`config.mk`:
```
export PLATFORM = sky130hd
export DESIGN_NAME = game_timer_bank
export DESIGN_NICKNAME = d
export VERILOG_FILES = /design/src/rtl/game_timer_pkg.sv /design/src/rtl/game_timer_bank_channel.sv /design/src/rtl/game_timer_bank.sv
export SDC_FILE = /design/constraint.sdc
export NUM_CORES = 1
export LEC_CHECK = 0
export CORE_MARGIN = 2
export CORE_UTILIZATION = 50
export DETAILED_ROUTE_END_ITERATION = 12
export HOLD_SLACK_MARGIN = 0.15
export PLACE_DENSITY = 0.76
export REMOVE_ABC_BUFFERS = 1
export SKIP_CTS_REPAIR_TIMING = 1
export SLEW_MARGIN = 10
export SYNTH_ARGS = -nofsm -noshare
export SYNTH_HDL_FRONTEND = slang
export SYNTH_SLANG_ARGS = --single-unit
```
`constraint.sdc`:
```
create_clock -name clk_50M -period 4 [get_ports clk_50M]
set_clock_uncertainty 0.1 [all_clocks]
set_input_delay 0.8 -clock clk_50M [delete_from_list [all_inputs] [get_ports clk_50M]]
set_output_delay 0.8 -clock clk_50M [all_outputs]
set_load 0.01 [all_outputs]
```
`src/rtl/game_timer_pkg.sv`:
```
// Shared types and helpers for the BlackJack game timer bank.
package game_timer_pkg;

  typedef enum logic [1:0] {
    ST_IDLE    = 2'd0,
    ST_RUN     = 2'd1,
    ST_EXPIRED = 2'd2
  } timer_state_t;

  // Terminal count that gives a 2 s interval with the default 2 kHz timebase.
  localparam int LIMIT_2S = 4000;

  function automatic int clog2(input int value);
    int r;
    r = 0;
    for (int i = 0; i < 31; i++) begin
      if ((1 << i) < value) r = i + 1;
    end
    return r;
  endfunction

  function automatic int calc_div(input int clk_hz, input int tick_hz);
    return clk_hz / tick_hz;
  endfunction

endpackage

```
`src/rtl/game_timer_bank_channel.sv`:
```
// One start/stop timer channel: limit latch, tick counter, done pulse and sticky expired flag.
module timer_channel
  import game_timer_pkg::*;
#(
  parameter int WIDTH = 12
) (
  input  logic             clk_50M,
  input  logic             i_RstCounter,
  input  logic             tick,
  input  logic             start,
  input  logic             stop,
  input  logic [WIDTH-1:0] limit,
  output logic [WIDTH-1:0] count,
  output logic             done,
  output logic             expired,
  output timer_state_t     state
);

  localparam logic [WIDTH-1:0] ONE = WIDTH'(1);

  timer_state_t     state_n;
  logic [WIDTH-1:0] count_n;
  logic [WIDTH-1:0] lim_q;
  logic [WIDTH-1:0] lim_n;
  logic             done_n;
  logic             expired_n;

  always_ff @(posedge clk_50M or posedge i_RstCounter) begin
    if (i_RstCounter) begin
      state   <= ST_IDLE;
      count   <= '0;
      lim_q   <= '0;
      done    <= 1'b0;
      expired <= 1'b0;
    end else begin
      state   <= state_n;
      count   <= count_n;
      lim_q   <= lim_n;
      done    <= done_n;
      expired <= expired_n;
    end
  end

  // Start wins over stop and over a coincident tick; a zero limit expires at once.
  always_comb begin
    state_n   = state;
    count_n   = count;
    lim_n     = lim_q;
    done_n    = 1'b0;
    expired_n = expired;
    if (start) begin
      count_n = '0;
      lim_n   = limit;
      if (limit == '0) begin
        state_n   = ST_EXPIRED;
        done_n    = 1'b1;
        expired_n = 1'b1;
      end else begin
        state_n   = ST_RUN;
        expired_n = 1'b0;
      end
    end else begin
      case (state)
        ST_RUN: begin
          if (stop) begin
            state_n = ST_IDLE;
          end else if (tick) begin
            count_n = count + ONE;
            if (count_n == lim_q) begin
              state_n   = ST_EXPIRED;
              done_n    = 1'b1;
              expired_n = 1'b1;
            end
          end
        end
        ST_EXPIRED: begin
          if (stop) begin
            state_n   = ST_IDLE;
            expired_n = 1'b0;
          end
        end
        default: ;
      endcase
    end
  end

endmodule

```
`src/rtl/game_timer_bank.sv`:
```
// Multi-channel game timer with a shared tick prescaler and a button-driven seed counter.
module game_timer_bank
  import game_timer_pkg::*;
#(
  parameter int CLK_HZ     = 50000000,
  parameter int TICK_HZ    = 2000,
  parameter int WIDTH      = 12,
  parameter int CHANNELS   = 2,
  parameter int SEED_WIDTH = 12
) (
  input  logic                      clk_50M,
  input  logic                      i_RstCounter,
  input  logic                      i_Reset,
  input  logic [CHANNELS-1:0]       i_Start,
  input  logic [CHANNELS-1:0]       i_Stop,
  input  logic [CHANNELS*WIDTH-1:0] i_Limit,
  output logic                      o_Tick,
  output logic [SEED_WIDTH-1:0]     o_Seed,
  output logic [CHANNELS*WIDTH-1:0] o_Count,
  output logic [CHANNELS-1:0]       o_Busy,
  output logic [CHANNELS-1:0]       o_Done,
  output logic [CHANNELS-1:0]       o_Expired
);

  localparam int DIV = calc_div(CLK_HZ, TICK_HZ);
  localparam int PW  = clog2(DIV);
  localparam logic [PW-1:0] PRESC_LAST = PW'(DIV - 1);
  localparam logic [PW-1:0] PRESC_ONE  = PW'(1);
  localparam logic [SEED_WIDTH-1:0] SEED_ONE = SEED_WIDTH'(1);

  logic [PW-1:0] presc;

  // Tick is registered, so it lands one cycle after the prescaler hits its last value.
  always_ff @(posedge clk_50M or posedge i_RstCounter) begin
    if (i_RstCounter) begin
      presc  <= '0;
      o_Tick <= 1'b0;
    end else begin
      o_Tick <= (presc == PRESC_LAST);
      presc  <= (presc == PRESC_LAST) ? '0 : presc + PRESC_ONE;
    end
  end

  always_ff @(posedge clk_50M or posedge i_RstCounter) begin
    if (i_RstCounter) begin
      o_Seed <= '0;
    end else if (i_Reset && (o_Busy == '0)) begin
      o_Seed <= o_Seed + SEED_ONE;
    end
  end

  timer_state_t ch_state [CHANNELS];

  for (genvar k = 0; k < CHANNELS; k++) begin : g_ch
    timer_channel #(
      .WIDTH(WIDTH)
    ) u_ch (
      .clk_50M     (clk_50M),
      .i_RstCounter(i_RstCounter),
      .tick        (o_Tick),
      .start       (i_Start[k]),
      .stop        (i_Stop[k]),
      .limit       (i_Limit[k*WIDTH +: WIDTH]),
      .count       (o_Count[k*WIDTH +: WIDTH]),
      .done        (o_Done[k]),
      .expired     (o_Expired[k]),
      .state       (ch_state[k])
    );
    assign o_Busy[k] = (ch_state[k] == ST_RUN);
  end

endmodule

```
# Word level (Yosys, flattened, before mapping)
# Cells that the tools add are included.
[op_classes]
shift = 0
n_bitwise = 0
n_eq_ne = 21
add_sub_neg = 4
order_cmp = 0
n_mux = 47
div_mod_pow = 0
mul = 0
n_reduce_logical = 16
[ops]
columns = ["cell", "n"]
rows = [
  ["12-bit two-way mux", 8],
  ["12-bit by 1-bit adder with 12-bit output (second input constant)", 3],
  ["12-bit equality test", 2],
  ["12-bit zero test", 2],
  ["2-bit two-way mux", 12],
  ["1-bit two-way mux", 22],
  ["3-bit != test (second input constant)", 6],
  ["15-bit by 1-bit adder with 15-bit output (second input constant)", 1],
  ["15-bit equality test (second input constant)", 1],
  ["15-bit two-way mux", 1],
  ["5-bit AND reduction", 2],
  ["4-bit by 3-bit != test with 1-bit output (second input constant)", 2],
  ["4-bit != test (second input constant)", 2],
  ["2-bit case mux with 2 select lines", 2],
  ["4-bit AND reduction", 2],
  ["2-bit nonzero test", 4],
  ["3-bit by 2-bit != test with 1-bit output (second input constant)", 2],
  ["3-bit AND reduction", 2],
  ["3-bit nonzero test", 2],
  ["2-bit by 1-bit equality test with 1-bit output (second input constant)", 2],
  ["2-bit equality test (second input constant)", 2],
  ["2-bit != test (second input constant)", 2],
  ["1-bit case mux with 2 select lines", 2],
  ["2-bit zero test", 1],
  ["1-bit logical AND", 1],
]
[word_totals]
output_inout_bits = 43
inputBits = 31
latch_bits = 0
rom_bits = 0
ff_bits = 84
elab_cells = 101
mem_bits_rw = 0
memories = 0

# Depth between registers and ports, before layout
[logic_depth]
depth_word = 7
depth_mapped = 7
depth_no_buf = 7

# Cells and area by module
# A second synthesis with hierarchy kept.
[unflattened]
hier_cells = 450
area_unflattened_um2 = 4652.0
[by_module_without_submodules]
columns = ["mod", "area_each_um2", "cells_each", "instances", "seq_area_each_um2"]
rows = [
  ["timer_channel at g_ch[1].u_ch", 1712.9, 170, 1, 700.7],
  ["timer_channel at g_ch[0].u_ch", 1647.8, 163, 1, 700.7],
  ["game_timer_bank", 1291.2, 117, 1, 700.7],
]

# Least setup slack after synthesis
# No wires, ideal clock.
[synth_path]
kind = "register to register"
startpoint = "register g_ch[1].u_ch.count[0]"
endpoint = "register g_ch[1].u_ch.state[0]"
setup_time_ns = 0.120
stages_incl_launch_ff = 8
path_buffers = 0
slack_ns = 1.790
arrival_time_ns = 1.990
synth_period_minus_slack_ns = 2.210
t_required_ns = 3.780
cell_sequence = "dfrtp_1 -> ha_1 -> xor2_1 -> nor4b_1 -> o311ai_0 -> nor4_1 -> nand2_1 -> a41o_1"
[synth_via]
elab_chain_cells = 4
[synth_rtl]
columns = ["element", "line", "text"]
rows = [
  ["from (decl)", "game_timer_bank_channel.sv:13", "output logic [WIDTH-1:0] count,"],
  ["from (signal assigned)", "game_timer_bank_channel.sv:37", "count <= count_n;"],
  ["12-bit by 1-bit adder with 12-bit output", "game_timer_bank_channel.sv:68", "count_n = count + ONE;"],
  ["12-bit equality test", "game_timer_bank_channel.sv:69", "if (count_n == lim_q) begin"],
  ["4-bit by 3-bit != test with 1-bit output (no source line)", "n/a", ""],
  ["4-bit AND reduction (no source line)", "n/a", ""],
  ["to (signal assigned)", "game_timer_bank_channel.sv:36", "state <= state_n;"],
  ["to (decl)", "game_timer_bank_channel.sv:16", "output timer_state_t state"],
]
# Every way passes these cells.
# A chain may end at the register's enable or synchronous reset.

# Worst setup path in the final report
[layout_path]
startpoint = "register g_ch[0].u_ch.state[1]"
endpoint = "output port o_Busy[0]"
[layout_via]
elab_chain_cells = 1
[layout_rtl]
columns = ["element", "line", "text"]
rows = [
  ["from (decl)", "game_timer_bank_channel.sv:16", ""],
  ["from (signal assigned)", "game_timer_bank_channel.sv:36", ""],
  ["2-bit by 1-bit equality test with 1-bit output", "game_timer_bank.sv:69", "assign o_Busy[k] = (ch_state[k] == ST_RUN);"],
  ["to (decl)", "game_timer_bank.sv:20", "output logic [CHANNELS-1:0] o_Busy,"],
]
# Every way passes these cells.

==> impl_metrics.env <==
export IMPL_status="completed"
export IMPL_cts_htree_levels=3
export IMPL_gr_total_overflow=0
export IMPL_synth_edf_count=0
export IMPL_first_pass_iters=4
export IMPL_drt_initial_drc_count=142
export IMPL_ant_nets=0
export IMPL_gp_congestion=0.844
export IMPL_cap_violations=0
export IMPL_yosysWarnings=0
export IMPL_synth_seq_cells=84
export IMPL_layout_setup_ws_ns=1.44
export IMPL_netlist_instances=439
export IMPL_grt_pass1_wl_mm=16.8
export IMPL_crit_required_ns=3.10
export IMPL_arrival_ns=1.66
export IMPL_antenna_found_initial=0
export IMPL_layout_commonest_cell="dfrtp_1"
export IMPL_synth_area_um2=4460
export IMPL_cts_sink_count=84
export IMPL_grt_pass1_vias=3508
export IMPL_synth_area_leaders="dfrtp_1, xnor2_1, xor2_1"
export IMPL_die_h_um=98.5
export IMPL_startpoint_type="register"
export IMPL_synthFlopType="dfrtp_1"
export IMPL_tns_ns=0
export IMPL_nets=547
export IMPL_post_place_ws_ns=1.24
export IMPL_period_share_pct=64.1
export IMPL_ys_types=57
export IMPL_rows=34
export IMPL_syn_to_final_growth_pct=23.9
export IMPL_antennaDiodeCount=0
export IMPL_drt_total_wl_mm=9.78
export IMPL_leakage_uw=0.00226
export IMPL_hp_class="reg2reg"
export IMPL_setup_viol=0
export IMPL_wl_per_cell_um=15.7
export IMPL_clockRootBuffer="clkbuf_8"
export IMPL_grt_setup_unrepaired="false"
export IMPL_io_pins=74
export IMPL_drc_errors=0
export IMPL_cts_buffers_inserted=9
export IMPL_final_cell_mix="dfrtp_1, clkdlybuf4s50_1, nor2_1"
export IMPL_nFillCells=717
export IMPL_crit_type="reg2out"
export IMPL_dieArea_um2=9700
export IMPL_synth_top_area_share_pct=47.1
export IMPL_hold_viol=0
export IMPL_coreArea_um2=8680
export IMPL_synth_top_area_cell="dfrtp_1"
export IMPL_irDropWorstVdd_mv=0.170
export IMPL_crit_path_end_kind="output port"
export IMPL_cts_buffer_depth=2
export IMPL_yosysSeqAreaShare_pct=47.1
export IMPL_grt_use_total_pct=21.4
export IMPL_drive_gt1_share_pct=11.1
export IMPL_clock_latency_ns=0.35
export IMPL_maxSlewViolCount=0
export IMPL_slew_headroom_pct=43.6
export IMPL_vias=3540
export IMPL_viasPerCell=5.68
export IMPL_path_clk_slew_ns=0.08
export IMPL_grt_max_degree=50
export IMPL_crit_path_max_fanout=5
export IMPL_die_w_um=98.5
export IMPL_avgSynthCellArea_um2=10.2
export IMPL_cts_tree="yes"
export IMPL_async_reset_ff_share_pct=100
export IMPL_port_buffer_count=73
export IMPL_hpwl_mm=7.38
export IMPL_period_minus_slack_ns=2.56
export IMPL_worst_pin_slew_ns=0.846
export IMPL_power_density_nw_per_um2=359
export IMPL_initial_utilization_pct=51.4
export IMPL_fmax_mhz=390
## registers in the layout, summed over array words and instances (netlist names)
name	flops
g_ch.u_ch.count	24
g_ch.u_ch.done	2
g_ch.u_ch.lim_q	24
presc	15
g_ch.u_ch.expired	2
o_Tick	1
o_Seed	12
g_ch.u_ch.state	4
## synth_stat cells, drive strengths merged, types with 7 or more instances
master and instances:
a21oi 14, nand3 22, nand4 12, dfrtp 84, inv 9, clkbuf 11, xor2 34, and3 7
xnor2 36, nand2 33, mux2 25, buf 7, o21ai 13, nor4 12, nor2 47
## critical path: stages, from the launching register on
cell and delay, ns:
dfrtp_1 0.42, nand2b_1 0.27, inv_1 0.09, clkdlybuf4s50_1 0.54
## where the power goes
| group | switching, uW | internal [uW] | leakage (uW) |
|---|---|---|---|
| clock network | 311 | 436 | 0.000124 |
| logic | 119 | 156 | 0.00105 |
| registers | 58.0 | 903 | 0.00108 |
| total | 488 | 1490 | 0.00226 |
## area by class of cell
cell class | instances | area, um^2 | share of cell area, %
Clock buffer | 11 | 141 | 2.56
Clock inverter | 5 | 108 | 1.95
Inverter | 9 | 35.0 | 0.634
Multi-Input combinational cell | 328 | 2240 | 40.5
Sequential cell | 84 | 2100 | 38.0
Tap cell | 108 | 135 | 2.44
Timing Repair Buffer | 78 | 768 | 13.9
## metal layers
metal	vias up	global-route usage (%)	part of all wire, %
met5	-	0	0
met4	0	7.59	2.0
met3	20	3.62	4.4
met2	84	34.2	48
met1	1747	29.8	46
li1	1689	-	-
## kinds of logic after synthesis
kind of cell | Yosys count | synth area share (%)
buffers and inverters | 27 | 2.75
xor gates and xnor gates | 70 | 13.7
adders and majority gates | 6 | 1.68
DFF | 84 | 47.1
muxes | 27 | 6.76
and+or+nand+nor | 178 | 21.3
AOI/OAI and AO/OA | 47 | 6.67
## stage by stage
stage | cell area, um^2 | hold WS, ns | instances | util (%) | power, uW
global route | 5530 | 0.392 | 623 | 63.7 | 2070
floorplan | 4370 | 0.333 | 421 | - | 1110
finish | 5530 | 0.366 | 623 | 63.7 | 1980
CTS | 5530 | 0.376 | 623 | 63.7 | 2000
global placement | 5280 | 0.355 | 607 | 60.8 | 1240
detailed placement | 5280 | 0.362 | 607 | 60.8 | 1260
## final timing paths
| check | from | to | slack [ns] | cells after the start |
|---|---|---|---|---|
| min in group asynchronous | i_RstCounter | g_ch[1].u_ch.lim_q[4]$_DFFE_PP0P_ | 0.80 | 2 |
| max in group asynchronous | i_RstCounter | presc[10]$_DFF_PP0_ | 2.24 | 3 |
| hold / removal | presc[0]$_DFF_PP0_ | presc[0]$_DFF_PP0_ | 0.37 | 1 |
| hold reg to reg | presc[0]$_DFF_PP0_ | presc[0]$_DFF_PP0_ | 0.37 | 1 |
| setup reg to reg | g_ch[0].u_ch.count[0]$_DFFE_PP0P_ | g_ch[0].u_ch.expired$_DFFE_PP0P_ | 1.47 | 7 |
| setup / recovery | g_ch[0].u_ch.state[1]$_DFFE_PP0P_ | o_Busy[0] | 1.44 | 3 |
(Power assumes the default switching activity.)
